<file path="config.mk">
export PLATFORM = sky130hd
export DESIGN_NAME = adder_seq_arb
export DESIGN_NICKNAME = d
export VERILOG_FILES = /design/src/rtl/adder_seq_pkg.sv /design/src/rtl/nibble_adder.sv /design/src/rtl/adder_seq_arb.sv
export SDC_FILE = /design/constraint.sdc
export NUM_CORES = 1
export LEC_CHECK = 0
export CAP_MARGIN = 25
export CORE_ASPECT_RATIO = 1.4
export CORE_UTILIZATION = 52
export DETAILED_ROUTE_END_ITERATION = 6
export PLACE_DENSITY = 0.87
export SETUP_SLACK_MARGIN = 0.4
export SLEW_MARGIN = 30
export SYNTH_ARGS = -nofsm -noshare
export SYNTH_HDL_FRONTEND = slang
export SYNTH_SLANG_ARGS = --single-unit
</file>
<file path="constraint.sdc">
create_clock -name clk -period 3.4 [get_ports clk]
set_clock_uncertainty 0.2 [all_clocks]
set_input_delay 0.85 -clock clk [delete_from_list [all_inputs] [get_ports clk]]
set_output_delay 0.85 -clock clk [all_outputs]
set_load 0.03 [all_outputs]
</file>
<file path="src/rtl/adder_seq_pkg.sv">
// Shared definitions for the serial-nibble adder with two-requester arbitration.
//   state_t         : controller states (IDLE, RUN, DONE)
//   NIBBLES_DEFAULT : default number of 4-bit digits per operand
package adder_seq_pkg;

    typedef enum logic [1:0] {
        IDLE = 2'd0,
        RUN  = 2'd1,
        DONE = 2'd2
    } state_t;

    localparam int unsigned NIBBLES_DEFAULT = 4;

endpackage : adder_seq_pkg

</file>
<file path="src/rtl/nibble_adder.sv">
// Combinational 4-bit adder with carry in/out; the single arithmetic unit
// shared by both requesters.
//   a_i, b_i  : 4-bit addends
//   cin_i     : carry in
//   sum_o     : 4-bit sum
//   cout_o    : carry out of bit 3
module nibble_adder (
    input  logic [3:0] a_i,
    input  logic [3:0] b_i,
    input  logic       cin_i,
    output logic [3:0] sum_o,
    output logic       cout_o
);

    logic [4:0] total;

    always_comb begin
        total  = 5'(a_i) + 5'(b_i) + 5'(cin_i);
        sum_o  = total[3:0];
        cout_o = total[4];
    end

endmodule : nibble_adder

</file>
<file path="src/rtl/adder_seq_arb.sv">
// Two-requester sequential adder. One 4-bit adder is time-shared: after a
// handshake the operands are summed one nibble per cycle, LSB first, and the
// result is presented on a valid/ready response port.
//   clk, rst_n            : clock, asynchronous active-low reset
//   reqN_valid/reqN_ready : request handshake for requester N (N = 0, 1)
//   reqN_a, reqN_b        : W-bit operands, W = 4*NIBBLES
//   reqN_cin              : carry in
//   rsp_valid/rsp_ready   : response handshake
//   rsp_id                : index of the requester that owns the result
//   rsp_sum, rsp_cout     : A + B + cin modulo 2^W, and carry out of bit W-1
module adder_seq_arb
    import adder_seq_pkg::*;
#(
    parameter int unsigned NIBBLES = NIBBLES_DEFAULT
) (
    input  logic                 clk,
    input  logic                 rst_n,
    input  logic                 req0_valid,
    output logic                 req0_ready,
    input  logic [4*NIBBLES-1:0] req0_a,
    input  logic [4*NIBBLES-1:0] req0_b,
    input  logic                 req0_cin,
    input  logic                 req1_valid,
    output logic                 req1_ready,
    input  logic [4*NIBBLES-1:0] req1_a,
    input  logic [4*NIBBLES-1:0] req1_b,
    input  logic                 req1_cin,
    output logic                 rsp_valid,
    input  logic                 rsp_ready,
    output logic                 rsp_id,
    output logic [4*NIBBLES-1:0] rsp_sum,
    output logic                 rsp_cout
);

    localparam int unsigned W  = 4 * NIBBLES;
    localparam int unsigned CW = (NIBBLES > 1) ? $clog2(NIBBLES) : 1;
    localparam logic [CW-1:0] LAST = CW'(NIBBLES - 1);

    state_t          state_q;
    logic [W-1:0]    a_q, b_q;      // operands, shifted right one nibble per RUN cycle
    logic [W-1:0]    acc_q;         // partial sum, filled from the top down
    logic            carry_q;
    logic [CW-1:0]   cnt_q;
    logic            id_q;          // requester being served
    logic            prio_q;        // requester preferred on a tie (0 after reset)
    logic [W-1:0]    sum_q;         // published result, held outside DONE
    logic            cout_q;
    logic            rid_q;

    logic            gnt0, gnt1, idle;
    logic [3:0]      nib_sum;
    logic            nib_cout;
    logic [W-1:0]    acc_d;

    // Tie goes to the requester that was not served last; prio_q stores that
    // preferred index directly so that its reset value of 0 favours requester 0.
    always_comb begin
        idle       = (state_q == IDLE);
        gnt0       = req0_valid & (~req1_valid | ~prio_q);
        gnt1       = req1_valid & (~req0_valid |  prio_q);
        req0_ready = rst_n & idle & gnt0;
        req1_ready = rst_n & idle & gnt1;
    end

    nibble_adder u_nibble_adder (
        .a_i    (a_q[3:0]),
        .b_i    (b_q[3:0]),
        .cin_i  (carry_q),
        .sum_o  (nib_sum),
        .cout_o (nib_cout)
    );

    // Operands shift down so the adder always sees bit 0..3; each sum nibble
    // enters at the top of the accumulator, so after NIBBLES cycles nibble k
    // sits at position k.
    always_comb begin
        acc_d = (acc_q >> 4) | (W'(nib_sum) << (W - 4));
    end

    always_ff @(posedge clk or negedge rst_n) begin
        if (!rst_n) begin
            state_q <= IDLE;
            a_q     <= '0;
            b_q     <= '0;
            acc_q   <= '0;
            carry_q <= 1'b0;
            cnt_q   <= '0;
            id_q    <= 1'b0;
            prio_q  <= 1'b0;
            sum_q   <= '0;
            cout_q  <= 1'b0;
            rid_q   <= 1'b0;
        end else begin
            case (state_q)
                IDLE: begin
                    if (gnt0 | gnt1) begin
                        a_q     <= gnt1 ? req1_a   : req0_a;
                        b_q     <= gnt1 ? req1_b   : req0_b;
                        carry_q <= gnt1 ? req1_cin : req0_cin;
                        id_q    <= gnt1;
                        acc_q   <= '0;
                        cnt_q   <= '0;
                        state_q <= RUN;
                    end
                end
                RUN: begin
                    a_q     <= a_q >> 4;
                    b_q     <= b_q >> 4;
                    acc_q   <= acc_d;
                    carry_q <= nib_cout;
                    cnt_q   <= cnt_q + CW'(1);
                    if (cnt_q == LAST) begin
                        sum_q   <= acc_d;
                        cout_q  <= nib_cout;
                        rid_q   <= id_q;
                        state_q <= DONE;
                    end
                end
                DONE: begin
                    if (rsp_ready) begin
                        prio_q  <= ~rid_q;
                        state_q <= IDLE;
                    end
                end
                default: state_q <= IDLE;
            endcase
        end
    end

    always_comb begin
        rsp_valid = (state_q == DONE);
        rsp_id    = rid_q;
        rsp_sum   = sum_q;
        rsp_cout  = cout_q;
    end

endmodule : adder_seq_arb

</file>
==> flow_summary.ini <==
[pwr]
p_int_uw = 2610
proportion_of_power_drawn_by_flip_flops_and_latches_pct = 35.7
netSwitchingPower_uw = 1650
switching_share_pct = 38.7
worst_vdd_rail_ir_drop_mv = 0.374
p_leak_uw = 0.00205
combPwrFrac_pct = 50.4
power.density_mw_per_mm2 = 964
p_clk_share_pct = 13.9

[clock_tree]
post_cts.resized_instances = 5
cts_root_buffer = sky130_fd_sc_hd__clkbuf_8
worstSkewPairLatency_ns = 0.35
holdBufCountCts = 0
tritoncts = built
cts_num_sinks = 69
htreeDepth = 3
post-cts-setup-buffer-count = 0
clock_path_buffers = 2
number_of_cts_inserted_buffers = 9
clkSlewWorstSetupHoldPaths_ns = 0.07

[timing]
setup_viol_count_final = 0
hold_slack_ns = 0.284
finalMaxSlewViolations = 0
fmax_mhz = 351
rsz0062_at_grt = false
fin_crit_ns = 2.85
setup_tns_ns = 0
final_worst_path_cycle_share_pct = 83.9
hold_violations = 0
worst_pin_slew_ns = 0.837
final.setup.worst_slack_ns = 0.547
relSlewSlack_pct = 44.2

[finish]
area_growth_pct = 32.1
mostFrequentLayoutCell = sky130_fd_sc_hd__clkdlybuf4s50_1
layout_common_cells = sky130_fd_sc_hd__clkdlybuf4s50_1, sky130_fd_sc_hd__dfrtp_1, sky130_fd_sc_hd__nand2_1, sky130_fd_sc_hd__o21ai_0, sky130_fd_sc_hd__mux2i_1
fill_cells = 443
layout.nets = 450
layout-drive-gt1-share_pct = 16.7
n_antenna_cell = 0

[grt]
grt_start_max_net_pins = 70
via_count_of_the_first_global_routing_pass = 2496
antenna_violations_before_repair = 0
gr-total-overflow = 0
global_route_wire_length_before_repair_um = 12100
grtUsageTotal_pct = 23.1

[worst_setup_path]
endpoint_kind = output port
setup.worst_path.class = flip-flop to output port
worst_ep_required_time_ns = 2.35
path_cells = nand2b_1, inv_1, clkdlybuf4s50_1
worst-endpoint-arrival_ns = 1.80
worst-r2r-setup-slack_ns = 1.26
crit_path_max_fanout = 22
timing.critical_path.slowest_cell_delay_ns = 0.67
worst_setup_path_start_kind = flip-flop
cpMaxStageDelayCell = sky130_fd_sc_hd__clkdlybuf4s50_1

[synthesis]
mean_post_synth_cell_area_um2 = 11.8
synth.distinct_cells = 34
cell_area_synth_mm2 = 0.00334
synth.ff_latch_count = 69
register_area_share_after_synthesis_pct = 51.6
synth_fp_nets = 360
postSynthCellCount = 283
ys.warnings.count = 0

[floorplan]
pin_count = 92
starting_density_of_the_core_pct = 53.8
die_y_um = 96.9
floorplan.die_area_mm2 = 0.00676
die_outline_width_um = 69.8
placeableCoreArea_mm2 = 0.00621
num_rows = 34

[drt]
route.detailed.wl_per_inst_um = 16.1
detail_route.first_pass.iterations = 4
detailedRoute.firstIterationViolations = 132
detailroute.via_count = 2540
viasPerCell = 5.64
drc = 0
final_antenna_net_count = 0
finalWirelength_um = 7230

[placed_design]
post-place-ws_ns = 0.348
globalplace.congestion = 0.818
number_of_buffers_added_on_ports = 91
dpl.hpwl_um = 5300

[hold_path]
hold_path.class = flip-flop to flip-flop

[run]
cap_viol_max_count = 0

[outcome]
outcome = completed
==> cells in the mapped netlist <==
cell type                   n  area [um^2]
sky130_fd_sc_hd__nor2b_1    1         6.26
sky130_fd_sc_hd__nor3_2     1         10.0
sky130_fd_sc_hd__mux2_4    17          255
sky130_fd_sc_hd__a22o_1    13          114
sky130_fd_sc_hd__fa_1       2         40.0
sky130_fd_sc_hd__xor2_1     1         8.76
sky130_fd_sc_hd__or3b_2    15          131
sky130_fd_sc_hd__o31ai_1    1         7.51
sky130_fd_sc_hd__buf_6      7         78.8
sky130_fd_sc_hd__nand2_1   29          109
sky130_fd_sc_hd__nor2_2     1         6.26
sky130_fd_sc_hd__o22ai_1    9         56.3
sky130_fd_sc_hd__nand2_2    1         6.26
sky130_fd_sc_hd__nor2_1     2         7.51
sky130_fd_sc_hd__a21oi_1   23          115
sky130_fd_sc_hd__or2_1      1         6.26
sky130_fd_sc_hd__mux2i_1   23          230
sky130_fd_sc_hd__o21a_1     1         7.51
sky130_fd_sc_hd__dfrtp_1   69         1730
sky130_fd_sc_hd__o21ai_0   26          130
sky130_fd_sc_hd__and3_1     2         12.5
sky130_fd_sc_hd__xnor2_1    1         8.76
sky130_fd_sc_hd__a21o_1     2         15.0
sky130_fd_sc_hd__nand2b_1   3         18.8
sky130_fd_sc_hd__a221oi_1   1         8.76
sky130_fd_sc_hd__clkbuf_2   2         10.0
sky130_fd_sc_hd__buf_2      4         20.0
sky130_fd_sc_hd__a31oi_1   10         62.6
sky130_fd_sc_hd__buf_4      4         30.0
sky130_fd_sc_hd__nor2_8     1         20.0
sky130_fd_sc_hd__o21ai_4    1         16.3
sky130_fd_sc_hd__clkbuf_1   3         11.3
sky130_fd_sc_hd__inv_1      2         7.51
sky130_fd_sc_hd__ha_1       4         50.1
==> kinds of logic (layout without fill, tap and decap cells) <==
| group | count (synthesis) | in the layout | share of synthesized area [%] |
|---|---|---|---|
| buf+inv | 22 | 117 | 4.71 |
| compound gates | 87 | 87 | 15.9 |
| xor+xnor | 2 | 2 | 0.524 |
| simple gates | 57 | 57 | 9.99 |
| mux | 40 | 40 | 14.5 |
| fa+ha+maj | 6 | 6 | 2.69 |
| flops | 69 | 69 | 51.6 |
==> stage by stage <==
stage               instances  util (%)  cell area, um^2  power [uW]
detailed placement        434      68.4             4250        3680
global route              450      71.2             4420        4550
global placement          434      68.4             4250        3570
floorplan                 283         -             3340        3100
finish                    450      71.2             4420        4260
CTS                       450      71.2             4420        4270
==> path summary, 6_finish.rpt <==
| path | startpoint | end | depth (start not counted) |
|---|---|---|---|
| worst max-delay path | state_q[1] | rsp_valid | 3 |
| worst min-delay path | b_q[12] | b_q[12] | 2 |
| worst max register to register | a_q[0] | rsp_sum[14] | 4 |
| worst min register to register | b_q[12] | b_q[12] | 2 |
| max in group asynchronous | rst_n | state_q[1] | 2 |
| min in group asynchronous | rst_n | rsp_cout | 2 |
==> critical path: cells and delay by family, from the launching register on <==
family,cells,cell delay (ns)
buffers and inverters,2,0.77
flip-flops,1,0.56
AND/OR/NAND/NOR,1,0.12
==> layout make-up <==
cell class | count | area, um^2 | area share (%)
Clock buffer | 15 | 166 | 3.77
Sequential cell | 69 | 1730 | 39.1
Clock inverter | 1 | 5.00 | 0.113
Multi-Input combinational cell | 192 | 1460 | 33.1
Timing Repair Buffer | 99 | 958 | 21.7
Inverter | 2 | 7.51 | 0.170
Tap cell | 72 | 90.1 | 2.04
==> state kept, by name, indices dropped and copies added (netlist names) <==
| register | cells |
|---|---|
| a_q | 16 |
| b_q | 16 |
| rsp_sum | 16 |
| acc_q | 12 |
| cnt_q | 2 |
| state_q | 2 |
| carry_q | 1 |
| id_q | 1 |
| prio_q | 1 |
| rsp_cout | 1 |
| rsp_id | 1 |
==> power groups by stage <==
stage / combinational [uW] / sequential, uW / clock [uW]
floorplan: 1470 / 1640 / 0
global placement: 2070 / 1500 / 0
detailed placement: 2150 / 1530 / 0
CTS: 2150 / 1520 / 600
global route: 2350 / 1570 / 631
finish: 2140 / 1520 / 592
==> layer usage <==
metal / wire length [um] / up-vias / GRT usage [%]
li1: - / 1207 / -
met1: 2880 / 1216 / 28.1
met2: 3740 / 101 / 38.0
met3: 350 / 16 / 6.46
met4: 258 / 0 / 9.69
met5: 0 / - / 0
Note: power is estimated with default switching activity, not from simulation.
